`config.mk`:
```
export PLATFORM = sky130hd
export DESIGN_NAME = bit_deserializer
export DESIGN_NICKNAME = d
export VERILOG_FILES = /design/src/rtl/bit_deserializer.sv
export SDC_FILE = /design/constraint.sdc
export NUM_CORES = 1
export LEC_CHECK = 0
export ABC_AREA = 1
export BUFFER_PORTS_ARGS = -buffer_cell sky130_fd_sc_hd__buf_2
export CORE_ASPECT_RATIO = 1.5
export CORE_MARGIN = 1.5
export CORE_UTILIZATION = 40
export DETAILED_ROUTE_END_ITERATION = 7
export PLACE_DENSITY = 0.58
export SLEW_MARGIN = 10
export SYNTH_ARGS = -nofsm -noshare
export SYNTH_HDL_FRONTEND = slang
export SYNTH_SLANG_ARGS = --single-unit
```
`constraint.sdc`:
```
create_clock -name clk -period 1.6 [get_ports clk]
set_clock_uncertainty 0.05 [all_clocks]
set_input_delay 0.16 -clock clk [delete_from_list [all_inputs] [get_ports clk]]
set_output_delay 0.16 -clock clk [all_outputs]
set_load 0.01 [all_outputs]
```
`src/rtl/bit_deserializer.sv`:
```
//------------------------------------------------------------------------------
// bit_deserializer: collects N serial bits into one word, then hands it off.
// Revision: 1.0
//------------------------------------------------------------------------------
`default_nettype none

module bit_deserializer #(
    parameter int N         = 32,
    parameter bit MSB_FIRST = 1'b0
) (
    input  logic                     clk,
    input  logic                     rst,
    input  logic                     clear,
    input  logic                     bit_in,
    input  logic                     bit_valid,
    output logic                     bit_ready,
    output logic [N-1:0]             out_word,
    output logic                     out_valid,
    input  logic                     out_ready,
    output logic [$clog2(N):0]       count
);

    localparam int W = $clog2(N);

    typedef enum logic [0:0] {
        COLLECT = 1'b0,
        FULL    = 1'b1
    } state_t;

    state_t         state;
    state_t         state_next;
    logic [W-1:0]   index;
    logic [W-1:0]   pos;
    logic           accept;
    logic           handoff;

    assign bit_ready = (state == COLLECT);
    assign out_valid = (state == FULL);
    assign accept    = bit_ready && bit_valid;
    assign handoff   = out_valid && out_ready;
    assign pos       = MSB_FIRST ? (W'(N - 1) - index) : index;

    always_ff @(posedge clk or posedge rst) begin
        if (rst) begin
            state <= COLLECT;
        end else begin
            state <= state_next;
        end
    end

    // clear overrides both handshakes
    always_comb begin
        state_next = state;
        if (clear) begin
            state_next = COLLECT;
        end else begin
            case (state)
                COLLECT: if (accept && (index == W'(N - 1))) state_next = FULL;
                FULL:    if (out_ready)                      state_next = COLLECT;
                default:                                     state_next = COLLECT;
            endcase
        end
    end

    always_ff @(posedge clk or posedge rst) begin
        if (rst) begin
            index    <= '0;
            count    <= '0;
            out_word <= '0;
        end else if (clear) begin
            index    <= '0;
            count    <= '0;
            out_word <= '0;
        end else if (accept) begin
            out_word[pos] <= bit_in;
            index         <= index + W'(1);
            count         <= count + (W + 1)'(1);
        end else if (handoff) begin
            count    <= '0;
            out_word <= '0;
        end
    end

endmodule

`default_nettype wire

```
[Word level (Yosys, flattened, before mapping)]
Index checks and enable logic that the tools add are counted.
Word-level totals
  bits in registers: 44
  logic and storage cells: 31
  input port bits: 6
  output and inout bits: 40
Cells by class
  $add $sub $neg: 2
  equality and inequality tests: 1
  muxes and demuxes: 15
  bitwise gates (word level): 1
  order comparisons: 2
  reduce and logical (&&, ||, !) cells: 6
Operator list (count)
  32-bit 2-to-1 mux: 3
  32-bit bitwise mux: 1
  6-bit 2-to-1 mux: 3
  5-bit 2-to-1 mux: 2
  6-bit by 1-bit adder with 6-bit output, second input constant: 1
  5-bit by 6-bit < comparator with 1-bit output, second input constant: 1
  5-bit by 1-bit adder with 5-bit output, second input constant: 1
  1-bit demux with 5-bit select: 1
  5-bit == test, second input constant: 1
  5-bit by 1-bit >= comparator with 1-bit output, second input constant: 1
  1-bit logical AND: 4
  1-bit 2-to-1 mux: 4
  3-bit nonzero test: 1
  1-bit case mux with 2 select lines: 1
  2-bit nonzero test: 1
  1-bit inverter: 1

[Depth between registers and ports, before layout]
Gate-level depths: netlist of run 1.
  depth in word-level cells: 7
  depth in mapped cells: 8
  gate-level depth less buffers: 8

[Least setup slack after synthesis of run 1]
No wires, ideal clock.
  path type: register to register
  start point: register state, in the netlist out_valid
  end point: register out_word[15]
  buffers on the path: 2
  cell stages (with the launch flop): 9
  library setup time: 0.113 ns
  clock period less this slack: 1.376 ns
  arrival: 1.213 ns
  required time: 1.437 ns
  slack: 0.224 ns
  path through: dfrtp_1 -> inv_2 -> nand2_4 -> nand3_2 -> buf_4 -> buf_2 -> nand3_1 -> nand2_1 -> inv_1
On the way
  word-level cells in the longest chain between the ends: 4
  elaborated cells between the ends (all ways): 6
  classes of those cells: mux: 2; bitwise: 1; reduce/logical: 3
RTL lines
  start: declaration: RTL line 30  | state_t state;
  start signal: assignment: RTL line 47  | state <= state_next;
  1-bit inverter (*)
  via bit_ready: RTL line 16  | output logic bit_ready,
  1-bit logical AND (*): RTL line 39  | assign accept = bit_ready && bit_valid;
  32-bit 2-to-1 mux: RTL line 74  | end else if (accept) begin
  32-bit 2-to-1 mux: RTL line 70  | end else if (clear) begin
  end signal: indexed assignment: RTL line 75  | out_word[pos] <= bit_in;
  end: declaration: RTL line 17  | output logic [N-1:0] out_word,
The timed path passes the listed nets; every way through them passes the cells marked *.
A chain may end at the register's enable or synchronous reset.

[Worst setup path after layout of run 1]
  start point: register index[0]
  end point: register index[4]
On the way
  word-level cells in the longest chain between the ends: 3
RTL lines
  start: declaration: RTL line 32  | logic [W-1:0] index;
  start signal: assignment: RTL line 76  | index <= index + W'(1);
  5-bit by 1-bit adder with 5-bit output: RTL line 76
  5-bit 2-to-1 mux: RTL line 74
  5-bit 2-to-1 mux: RTL line 70
No other way between the ends. The select of a mux whose other input is x is not followed.

==> flow_results.org, run 1 <==
** Placed design
- HPWL Detailed :: around 4300 µm
- Number of buffers inserted by port buffering :: 45
- Before CTS, the worst setup slack after placement is 0.117 ns.
- Placer congestion estimate :: ~0.85

** Global route
- Summed over all layers, the global routing overflow is 0.
- Entering global routing, the biggest net connects 48 pins.
- Overall track demand over capacity in global routing :: around a fifth
- met2 is the most crowded layer.
- Number of antenna violations at the first check in global routing :: 0
- Met1 capacity usage during global routing :: 24.7%
- Global routing met3 resource utilization :: under 10%
- Global routing usage on met2 :: 34.2%
- First-pass GRT wire length :: 10,300 µm
- Vias in the first global route :: 2,216

** Floorplanning
- The die covers between 6000 and 7000 µm².
- Initial core utilization :: 42.1%
- The core region is 5870 µm².
- Chip Height :: 99.3 µm
- Total I/O pin count :: between 40 and 50
- Site row count :: 34
- The die is a little under 70 µm wide.

** Setup path
- The cell that appears most often on the critical path is sky130_fd_sc_hd__ha_1.
- Cell with the largest stage delay on the worst path :: sky130_fd_sc_hd__dfrtp_1
- STA puts the critical path data required time at 1.72 ns.
- In this run the critical register-to-register path is captured at index[4].
- Setup slack of the worst register-to-register path :: 0.13 ns
- Critical-path cell list :: ha_1 > nand2_2 > nor2_1 > ha_1 > nand2_1 > o21ai_0
- Stage delay of the slowest cell on the critical path :: ~0.42 ns
- In this run the worst path has a maximum fanout of 6.
- Type of the worst setup path :: register to register
- Count of cells along the worst register-to-register path :: 6
- The worst register-to-register path begins at index[0].
- Arr. time, crit path :: 1.59 ns
- The worst setup path is captured at a register.
- STA classifies the critical path startpoint as a register.

** Final layout
- Commonest cells after routing, fill and taps aside :: 145 x sky130_fd_sc_hd__nand2_1, 45 x sky130_fd_sc_hd__buf_2, 44 x sky130_fd_sc_hd__dfrtp_1
- # fillers :: 629
- The post-route netlist has between 10% and 20% of its cells at a drive strength greater than 1.
- At the end of the flow, the number of nets in the layout was 411.
- Most common library cell in the layout ignoring fill and taps :: sky130_fd_sc_hd__nand2_1
- Count of inserted antenna diode cells :: 0
- Across the whole layout, storage elements account for roughly 1100 µm².
- Combined area of the multi-input logic cells :: approximately 1200 µm²
- From synthesis to final layout, the design area changed by 18.4%.

** Route
- After detailed routing, the number of vias per cell comes to around 4.9.
- Remaining antenna violation count :: 0
- Violation count after the first detailed-route iteration :: between 100 and 150
- For this run, design rule violations remaining after detail routing come to 0.
- The final route contains 2,314 vias.
- Count of TritonRoute iterations in the first routing pass :: 4
- Total detailed-routing wirelength :: 5960 µm
- Dividing the detail-routed wire length by the instance count gives 12.7 µm.

** Timing
- Total count of max-transition violations in the final report :: 0
- Setup repair after global routing left no endpoint under its margin.
- Based on the critical path, the design can be clocked at up to 680 MHz.
- After routing, the total negative slack on setup checks comes to 0 ns.
- The worst pin sits at a relative slew slack of 56.9%.
- Setup violations remaining at the end of the flow were counted as 0.
- Final period utilization :: 91.9%
- Slew at the pin with the worst max-slew slack :: 0.643 ns
- Hold Fails Final Rpt :: 0
- Final setup slack of the worst path :: 0.130 ns
- The clock period could shrink to 1.47 ns.

** Min path
- Worst hold-check path type :: input pin to register
- The worst hold path was traced through 3 stages.
- Hold path startpoint :: bit_in
- For hold timing, the worst endpoint is out_word[31].

** Run status
- Outcome :: finished clean

** CTS
- The tree built by TritonCTS fans out to 44 sinks.
- Clk buf depth :: 2
- Clock root buffer :: sky130_fd_sc_hd__clkbuf_8
- For the worst-skew pair, the clock arrives at the later sink with an insertion delay of roughly 0.3 ns.
- CTS clk-pin slew, worst paths :: 0.08 ns
- The H-tree was split into 2 levels.
- Counting the buffers created by CTS gives 5.
- TritonCTS clock tree :: built

** Synth
- After synthesis, the largest area contributor takes up 44.5% of total cell area.
- When the netlist entered floorplanning its net count stood at 364.
- During synthesis, Yosys emitted a total of 0 warnings.
- Post-Synthesis Cells :: between 300 and 400
- By area the synthesized netlist is led by sky130_fd_sc_hd__dfrtp_1 45%, sky130_fd_sc_hd__nand2_1 22%, sky130_fd_sc_hd__nand3_1 8.5%, sky130_fd_sc_hd__nor2_1 4.7%, sky130_fd_sc_hd__inv_1 3.6%.
- FF+latch count, synth :: 44
- In this run the mean area of a mapped cell was around 7 µm².
- The synthesized netlist occupies a cell area of 2470 µm².
- Summed over all instances, the cell type with the most area after synthesis is sky130_fd_sc_hd__dfrtp_1.
- Sequential cells were found to cover 44.5% of the synthesized design area.
- Count of different cell masters after synthesis :: 24

** Power
- Maximum ir drop on the vdd rail :: 0.454 mV
- Leak :: 1.71 nW
- Cell area power density :: 694 nW/µm²

** Flow run
- Max-cap violations in this run came to 0.
where the power goes:
| group | switching (mW) | internal [mW] | total [mW] | leakage [nW] |
|---|---|---|---|---|
| clock network | 0.366 | 0.297 | 0.663 | 0.0410 |
| logic | 0.160 | 0.0737 | 0.234 | 1.06 |
| registers | 0.0125 | 1.12 | 1.14 | 0.611 |
metal layers:
| metal | routed length (µm) | vias to the layer above |
|---|---|---|
| met5 | 0 | - |
| met4 | 85 | 0 |
| met3 | 193 | 6 |
| met2 | 3110 | 38 |
| met1 | 2580 | 1077 |
| li1 | - | 1193 |
logic make-up after synthesis:
family                   Yosys count  share of synthesized area, %
AND/OR/NAND/NOR                  244                          42.1
buffers and inverters             45                          7.59
flip-flops                        44                          44.5
AO/OA/AOI/OAI                     12                          2.43
adder cells (fa/ha/maj)            6                          3.03
XOR/XNOR                           1                         0.354
worst max-delay path, delay by kind of cell (launching register included):
family | cells | cell delay, ns
fa+ha+maj | 2 | 0.54
flops | 1 | 0.42
simple gates | 3 | 0.27
compound gates | 1 | 0.07
worst max-delay path by stage:
stage | start | to | slack, ns | cells past startpoint
after CTS | index[0] | out_word[8] | 0.09 | 5
after floorplan | out_valid | out_word[15] | 0.22 | 8
after detailed placement | index[0] | index[4] | 0.12 | 6
final | index[0] | index[4] | 0.13 | 6
after global routing | index[1] | out_word[9] | 0.002 | 8
after global placement | index[0] | out_word[18] | 0.16 | 7
state kept, by name (all words and copies together), names as in the netlist:
name / count
out_word: 32
count: 6
index: 5
out_valid: 1
cells in the mapped netlist, drive strengths merged:
| master | number |
|---|---|
| a21oi | 3 |
| buf | 13 |
| clkbuf | 2 |
| clkinv | 2 |
| dfrtp | 44 |
| ha | 6 |
| inv | 28 |
| nand2 | 147 |
| nand3 | 43 |
| nand4 | 7 |
| nor2 | 34 |
| nor3 | 4 |
| nor3b | 1 |
| o21ai | 9 |
| or2 | 8 |
| xnor2 | 1 |
timing repair:
item                                   4_1_cts  5_1_grt
buffers inserted                             0        0
setup endpoints to repair                    0       10
gates resized for setup                      0        7
endpoints found under the hold margin       16        0
hold buffers                                 1        0
per-stage QoR:
step	utilization (%)	instance area [µm²]	hold slack, ns	power [mW]	instances
global route	49.9	2930	0.102	2.15	471
CTS	49.5	2910	0.0886	2.07	471
detailed placement	48.0	2820	0.147	1.39	463
finish	49.9	2930	0.0933	2.03	471
floorplan	-	2470	0.256	1.31	352
global placement	48.0	2820	0.140	1.38	463
area by class of cell:
cell class	instances	area share, %
Tap cell	72	3.08
Clock buffer	6	2.48
Timing Repair Buffer	55	11.6
Inverter	30	3.97
Clock inverter	1	0.171
Multi-Input combinational cell	263	41.1
Sequential cell	44	37.6
Power figures use the tool's default switching activity.
==> run 2: changes to the inputs <==
Settings changed: ABC_AREA 1 to 0.
==> run 2 against run 1 <==
Die area shrank 9.7%. Worst setup slack worse by 0.093 ns. Design area decreased by 4.8%. Hold slack better by 0.056 ns. Clock-buffer cell count decreased by 1.
==> flow_results.org, run 2 <==
** Run status
- The flow ran to the end, and the final reports show no timing, DRC or antenna violations.

** Route
- Violation count after the first detailed-route iteration :: 82 (-29%)
- The first-pass iteration count of the detailed router is 4 (unchanged).
- The total via count in the routed design is 1,863 (-19%).
- Remaining antenna violation count :: 0 (unchanged)
- The sum of routed wire length over all layers is 5710 µm (-4.3%).
- DRC viols :: 0 (unchanged)
- The average wire per cell in the routed design is 17.0 µm (+35%).
- Per-cell via count in the routed design :: 5.56 (+13%)

** Placed design
- The post-detailed-placement half-perimeter wirelength is 4010 µm (-7.6%).
- The number of input and output port buffers inserted was 45 (unchanged).
- Instance area after placement :: 2610 µm² (-7.3%)
- Cell Count Post-Placement :: 323 (-30%)
- Placer congestion estimate :: 0.743 (-12%)

** Timing
- The final number of hold-violating endpoints is 0 (unchanged).
- The measured slew at the worst slew-check pin is 0.348 ns (-0.294 ns).
- Setup repair after global routing could not meet its margin everywhere.
- The final period utilization is 97.7% (+5.8 points).
- The max-slew violation count is 0 (unchanged).
- The peak clock frequency supported by timing came to 640 MHz (-5.9%).
- Setup-failing EPs final :: 0 (unchanged)
- The worst slew margin relative to its limit is 76.7% (+20 points).
- Minimum clock period :: 1.56 ns (+0.0925 ns)

** CTS
- Sink count of the clock tree :: 44 (unchanged)
- CTS H-tree lvls :: 2 (unchanged)
- The tree is rooted in a sky130_fd_sc_hd__clkbuf_8.
- The number of clock buffers inserted by TritonCTS came to 5 (unchanged).
- The deepest clock path buffer count was 2 (unchanged).
- The clock latency on the worst-skew pair is 0.30 ns (about the same).
- TritonCTS built the clock tree.
- The clock transition at the registers of the reported paths is 0.08 ns (about the same).

** Setup path
- Critical-path cell list :: inv_1 > ha_2 > nor4bb_4 > o22ai_1 > a32o_1
- Stage delay of the slowest cell on the critical path :: 0.45 ns (+0.03 ns)
- The required time reported for the critical path endpoint was 1.74 ns (+0.02 ns).
- STA classifies the critical path endpoint as a register.
- The signal arrival time at the worst endpoint was 1.70 ns (+0.11 ns).
- Top fanout value on the critical path :: 5 (-1)
- The slowest stage of the critical path belongs to the cell sky130_fd_sc_hd__dfrtp_2.
- Buffering stage count on the worst path with inverters included :: 1 (+1)
- Broken down by cell family, the worst path's largest delay share belongs to flip-flops.
- Element type at the critical path start :: register
- Type of the worst setup path :: register to register

** Synth
- Per-instance average area after synthesis :: 10.6 µm² (+51%)
- Count of different cell masters after synthesis :: 40 (+67%)
- Synth cell count leaders :: 44 x sky130_fd_sc_hd__dfrtp_1, 22 x sky130_fd_sc_hd__o211ai_1, 19 x sky130_fd_sc_hd__o21ai_0
- Most common cell in the netlist :: sky130_fd_sc_hd__dfrtp_1
- Synth area leader :: sky130_fd_sc_hd__dfrtp_1
- Ranking of synthesized cells by area :: sky130_fd_sc_hd__dfrtp_1 50%, sky130_fd_sc_hd__o211ai_1 7.4%, sky130_fd_sc_hd__o21ai_0 4.3%, sky130_fd_sc_hd__ha_1 3.4%, sky130_fd_sc_hd__o22ai_1 3.1%
- Synth top area share :: 49.5% (+5.0 points)
- Post-Synthesis Cells :: 209 (-41%)
- The area of the mapped netlist is 2220 µm² (-10%).
- Number of synthesized flops with an enable pin :: 0 (unchanged)
- Most used flip-flop cell after synthesis :: sky130_fd_sc_hd__dfrtp_1
- The share of flip-flops with an asynchronous set or reset came to 100% (unchanged).
- Share of synthesized area occupied by flip-flops and latches :: 49.5% (+5.0 points)
- Syn Nets :: 221 (-39%)
- The number of flip-flops and latches in the synthesized netlist is 44 (unchanged).
- The count of warnings emitted by yosys came to 0 (unchanged).

** Global route
- Vias in the first global route :: 1,752 (-21%)
- First-pass GRT wire length :: 9050 µm (-12%)
- The number of antenna violations at the first check in global routing is 0 (unchanged).
- Total congestion overflow :: 0 (unchanged)
- The pin count of the biggest net entering global routing is 45 (-6.3%).
- The total global routing track utilization is 19.7% (-0.098 points).

** Floorplanning
- Chip Height :: 94.3 µm (-5.0%)
- The total die area is 6020 µm² (-9.7%).
- Area of the core :: 5410 µm² (-7.9%)
- The count of standard-cell rows was 33 (-2.9%).
- Die W :: 63.9 µm (-5.0%)
- Total I/O pin count :: 46 (unchanged)
- Initial core utilization :: 41.1% (-1.0 points)

** Final layout
- Counting flops per register, the top entry is out_word.
- In the layout the commonest cells are 45 x sky130_fd_sc_hd__buf_2, 42 x sky130_fd_sc_hd__dfrtp_1, 22 x sky130_fd_sc_hd__o211ai_1.
- The diode insertion count for antenna repair is 0 (unchanged).
- Compared with the post-synthesis result, the final layout area differs by 25.4%.
- The share of final-layout standard cells stronger than drive strength 1 is 34.3% (+15 points).
- The final standard cell area without fillers was 2790 µm² (-4.8%).
- Flip-flop count of the largest register after layout :: 32 (unchanged)
- The non-filler instance count after layout is 335 (-29%).
- The number of nets in the layout is 276 (-33%).
- The largest registers in the layout are out_word: 32 flops, count: 6 flops, index: 5 flops.
- Most common library cell in the layout ignoring fill and taps :: sky130_fd_sc_hd__buf_2

** Power
- The static leakage was 1.30 nW (-24%).
- The total power divided by cell area was 747 nW/µm² (+7.6%).
- Total Power Consumption :: 2.08 mW (+2.4%)
- The peak supply drop is 0.487 mV (+7.2%).

** Flow run
- Maximum Capacitance Violations :: 0 (unchanged)

** Min path
- Worst hold-check path type :: input pin to register
-- run 2: stage by stage --
step                hold WS, ns  worst slack [ns]  util, %  setup TNS, ns
floorplan                 0.308             0.178        -              0
global placement          0.165            0.0388     48.3              0
detailed placement        0.174            0.0348     48.3              0
CTS                       0.142            0.0189     50.1              0
global route              0.152           -0.0417     51.5         -0.151
finish                    0.149            0.0376     51.5              0
-- run 2: kinds of logic (layout without fill, tap and decap cells) --
| kind of cell | count (synthesis) | count (layout) | share of synthesized area (%) |
|---|---|---|---|
| buffers and inverters | 24 | 80 | 5.68 |
| flip-flops | 44 | 44 | 49.5 |
| XOR/XNOR | 2 | 2 | 0.788 |
| AND/OR/NAND/NOR | 53 | 53 | 16.4 |
| multiplexers | 1 | 1 | 0.450 |
| adder cells (fa/ha/maj) | 6 | 6 | 3.38 |
| AO/OA/AOI/OAI | 79 | 79 | 23.7 |
-- run 2: final timing paths --
check / start / endpoint / slack (ns) / cells past startpoint
min reg2reg: out_word[0] / out_word[0] / 0.43 / 1
max in group asynchronous: rst / index[0] / 0.88 / 4
max: index[0] / out_word[4] / 0.04 / 5
max reg2reg: index[0] / out_word[4] / 0.04 / 5
min: clear / index[4] / 0.15 / 2
min in group asynchronous: rst / out_word[16] / 0.39 / 4
-- run 2: per-layer routing --
| metal | up-vias | GRT usage [%] | wire, µm |
|---|---|---|---|
| li1 | 907 | - | - |
| met1 | 908 | 23.6 | 2430 |
| met2 | 39 | 33.9 | 2980 |
| met3 | 9 | 3.24 | 180 |
| met4 | 0 | 9.96 | 123 |
| met5 | - | 0 | 0 |
-- run 2: power breakdown --
part	switching, mW	internal, mW	leakage, nW
registers	0.0154	1.12	0.608
clock network	0.396	0.305	0.0479
logic	0.142	0.100	0.646
total	0.553	1.53	1.30
-- run 2: layout make-up --
cell class | instances | area [µm²]
Fill cell | 513 | 2620
Sequential cell | 44 | 1100
Multi-Input combinational cell | 141 | 1050
Timing Repair Buffer | 67 | 443
Tap cell | 70 | 87.6
Clock buffer | 5 | 68.8
Clock inverter | 3 | 18.8
Inverter | 5 | 18.8
-- run 2: repair_timing --
| item | CTS | global route |
|---|---|---|
| setup buffers | 0 | 3 |
| resized for setup | 0 | 12 |
| setup endpoints to repair | 0 | 25 |
| hold buffers | 1 | 0 |
| endpoints found under the hold margin | 44 | 0 |
==> run 3: changes to the inputs <==
Settings changed: MAX_ROUTING_LAYER from default to met4.
==> run 3 against run 2 <==
Via count grew 0.38%. Design area is the same. Register-to-register slack is essentially flat. Fmax grew 0.11%. Die area is the same. Combinational power is essentially flat. Clock-buffer cell count is the same. Flip-flop and latch count is the same. Core utilization is the same. Critical path type unchanged. Highest routed layer unchanged.
==> flow_results.org, run 3 (synthesized netlist as in run 2, its figures left out) <==
** Route
- Average wire per cell in the routed design :: 16.9 µm (-0.63%)
- Per-cell via count in the routed design :: 5.58 (+0.38%)
- The first-pass iteration count of the detailed router was 4 (unchanged).
- The count of nets left with antenna violations after detail routing was 0 (unchanged).
- Violation count after the first detailed-route iteration :: 99 (+21%)
- Vias :: 1,870 (+0.38%)
- The remaining routing DRC violations is 0 (unchanged).
- Total detailed-routing wirelength :: 5670 µm (-0.63%)

** Final layout
- The largest registers in the layout are out_word: 32 flops, count: 6 flops, index: 5 flops.
- The flip-flop count of the largest register after layout came to 32 (unchanged).
- The number of nets in the layout was 276 (unchanged).
- The library cells used most frequently in the layout, excluding fill and tap cells, are 45 x sky130_fd_sc_hd__buf_2, 42 x sky130_fd_sc_hd__dfrtp_1, 22 x sky130_fd_sc_hd__o211ai_1.
- Leaving out fill and tap cells, the most frequent cell in the layout is sky130_fd_sc_hd__buf_2.
- Top register by number of flip-flops :: out_word
- The share of final-layout standard cells stronger than drive strength 1 is 34.3% (unchanged).
- Post-route standard cell area excluding fillers :: 2790 µm² (unchanged)
- Area grow syn2layout :: 25.4% (unchanged)
- # fillers :: 513 (unchanged)
- Count of inserted antenna diode cells :: 0 (unchanged)

** Placed design
- Placer congestion estimate :: 0.752 (+1.3%)
- Number of buffers inserted by port buffering :: 45 (unchanged)
- The area after detailed placement came to 2610 µm² (unchanged).
- HPWL Detailed :: 4010 µm (unchanged)

** Flow run
- The number of maximum-capacitance violations came to 0 (unchanged).

** Global route
- The total global routing track utilization was 20.4% (+0.65 points).
- Maximum number of pins on one net before global-route repair :: 45 (unchanged)
- Vias in the first global route :: 1,745 (-0.40%)
- The total overflow reported by the global router was 0 (unchanged).
- The first-pass GRT wire length came to 9050 µm (about the same).
- The number of antenna violations at the first check in global routing is 0 (unchanged).

** CTS
- The number of clock sinks is 44 (unchanged).
- The clock latency on the worst-skew pair is 0.30 ns (about the same).
- Clock buffers created by TritonCTS :: 5 (unchanged)
- CTS clk-pin slew, worst paths :: 0.09 ns (about the same)
- TritonCTS built the clock tree.
- CTS H-tree lvls :: 2 (unchanged)
- CTS placed an instance of sky130_fd_sc_hd__clkbuf_8 at the clock tree root.
- Clk buf depth :: 2 (unchanged)

** Timing
- Worst slew margin :: 77.0% (+0.34 points)
- The minimum clock period was 1.56 ns (-0.00173 ns).
- Total count of max-transition violations in the final report :: 0 (unchanged)
- The measured slew at the worst slew-check pin came to 0.343 ns (-0.00509 ns).
- The sum of negative setup slack is 0 ns (unchanged).
- Setup-failing EPs final :: 0 (unchanged)
- Fmax :: 641 MHz (+0.11%)
- Final period utilization :: 97.5% (-0.11 points)
- Unrepaired setup endpoints after global routing :: yes
- The final number of hold-violating endpoints is 0 (unchanged).

** Setup path
- The slowest stage of the critical path belongs to the cell sky130_fd_sc_hd__dfrtp_2.
- Critical-path cell list :: inv_1 > ha_2 > nor4bb_4 > o22ai_1 > a32o_1
- Critical Path RT :: 1.74 ns (about the same)
- Type of the worst setup path :: register to register
- The worst setup path is launched from a register.
- Stage delay of the slowest cell on the critical path :: 0.45 ns (about the same)
- The signal arrival time at the worst endpoint came to 1.70 ns (about the same).
- The worst setup path is captured at a register.
- Top fanout value on the critical path :: 5 (unchanged)
- The depth of the worst register-to-register path came to 5 (unchanged).

** Power
- The static leakage came to 1.30 nW (unchanged).
- Total Power Consumption :: 2.08 mW (about the same)
- The peak supply drop is 0.491 mV (+0.81%).
- The total power divided by cell area is 746 nW/µm² (about the same).

** Floorplanning
- The starting utilization of the core area was 41.1% (unchanged).
- Total I/O pin count :: 46 (unchanged)
- The overall die height is 94.3 µm (unchanged).
- Site row count :: 33 (unchanged)
- Die area :: 6020 µm² (unchanged)
- The floorplan die width was 63.9 µm (unchanged).
- The total core area came to 5410 µm² (unchanged).

** Min path
- The cell depth of the worst hold path came to 2 (unchanged).
- Worst hold-check path type :: input pin to register

** Run status
- Outcome :: finished clean
run 3: power by group:
| group | total [mW] | internal [mW] | leakage (nW) | switching [mW] |
|---|---|---|---|---|
| combinational | 0.241 | 0.100 | 0.646 | 0.141 |
| clock | 0.701 | 0.305 | 0.0479 | 0.396 |
| sequential | 1.14 | 1.12 | 0.608 | 0.0152 |
| total | 2.08 | 1.53 | 1.30 | 0.552 |
run 3: worst paths after layout:
path	from	to	slack (ns)
worst min register to register	out_word[0]	out_word[0]	0.43
worst min-delay path	clear	index[4]	0.15
max in group asynchronous	rst	index[0]	0.88
worst max-delay path	index[0]	out_word[4]	0.04
worst max register to register	index[0]	out_word[4]	0.04
min in group asynchronous	rst	out_word[16]	0.38
run 3: layout make-up:
| type | instances | area (µm²) | area share (%) |
|---|---|---|---|
| clock buffer | 5 | 68.8 | 2.47 |
| clock inverter | 3 | 18.8 | 0.673 |
| inverter | 5 | 18.8 | 0.673 |
| multi-input combinational | 141 | 1050 | 37.6 |
| sequential | 44 | 1100 | 39.6 |
| tap | 70 | 87.6 | 3.14 |
| timing repair buffer | 67 | 443 | 15.9 |
run 3: critical path: cells and delay by family (launching register included):
| family | cells | cell delay, ns |
|---|---|---|
| AOI/OAI and AO/OA | 2 | 0.35 |
| buffers and inverters | 1 | 0.09 |
| and+or+nand+nor | 1 | 0.29 |
| DFF | 1 | 0.45 |
| adders and majority gates | 1 | 0.21 |
run 3: stage by stage:
stage	util, %	worst slack [ns]	hold WS [ns]	cells
3_3_place_gp	48.3	0.0388	0.165	323
3_5_place_dp	48.3	0.0348	0.174	323
4_1_cts	50.1	0.0189	0.142	332
5_1_grt	51.5	-0.0437	0.152	335
6_report	51.5	0.0393	0.151	335
2_1_floorplan	-	0.178	0.308	209
run 3: timing repair:
item / 4_1_cts / 5_1_grt
setup buffers: 0 / 3
hold buffers: 1 / 0
resized for setup: 0 / 12
endpoints found under the setup margin: 0 / 25
endpoints found under the hold margin: 44 / 0
run 3: routing by layer:
layer,vias up,track usage [%],part of all wire (%)
li1,902,-,-
met1,910,24.1,42
met2,47,33.6,52
met3,11,3.24,3.8
met4,0,9.96,2.6
met5,-,-,0
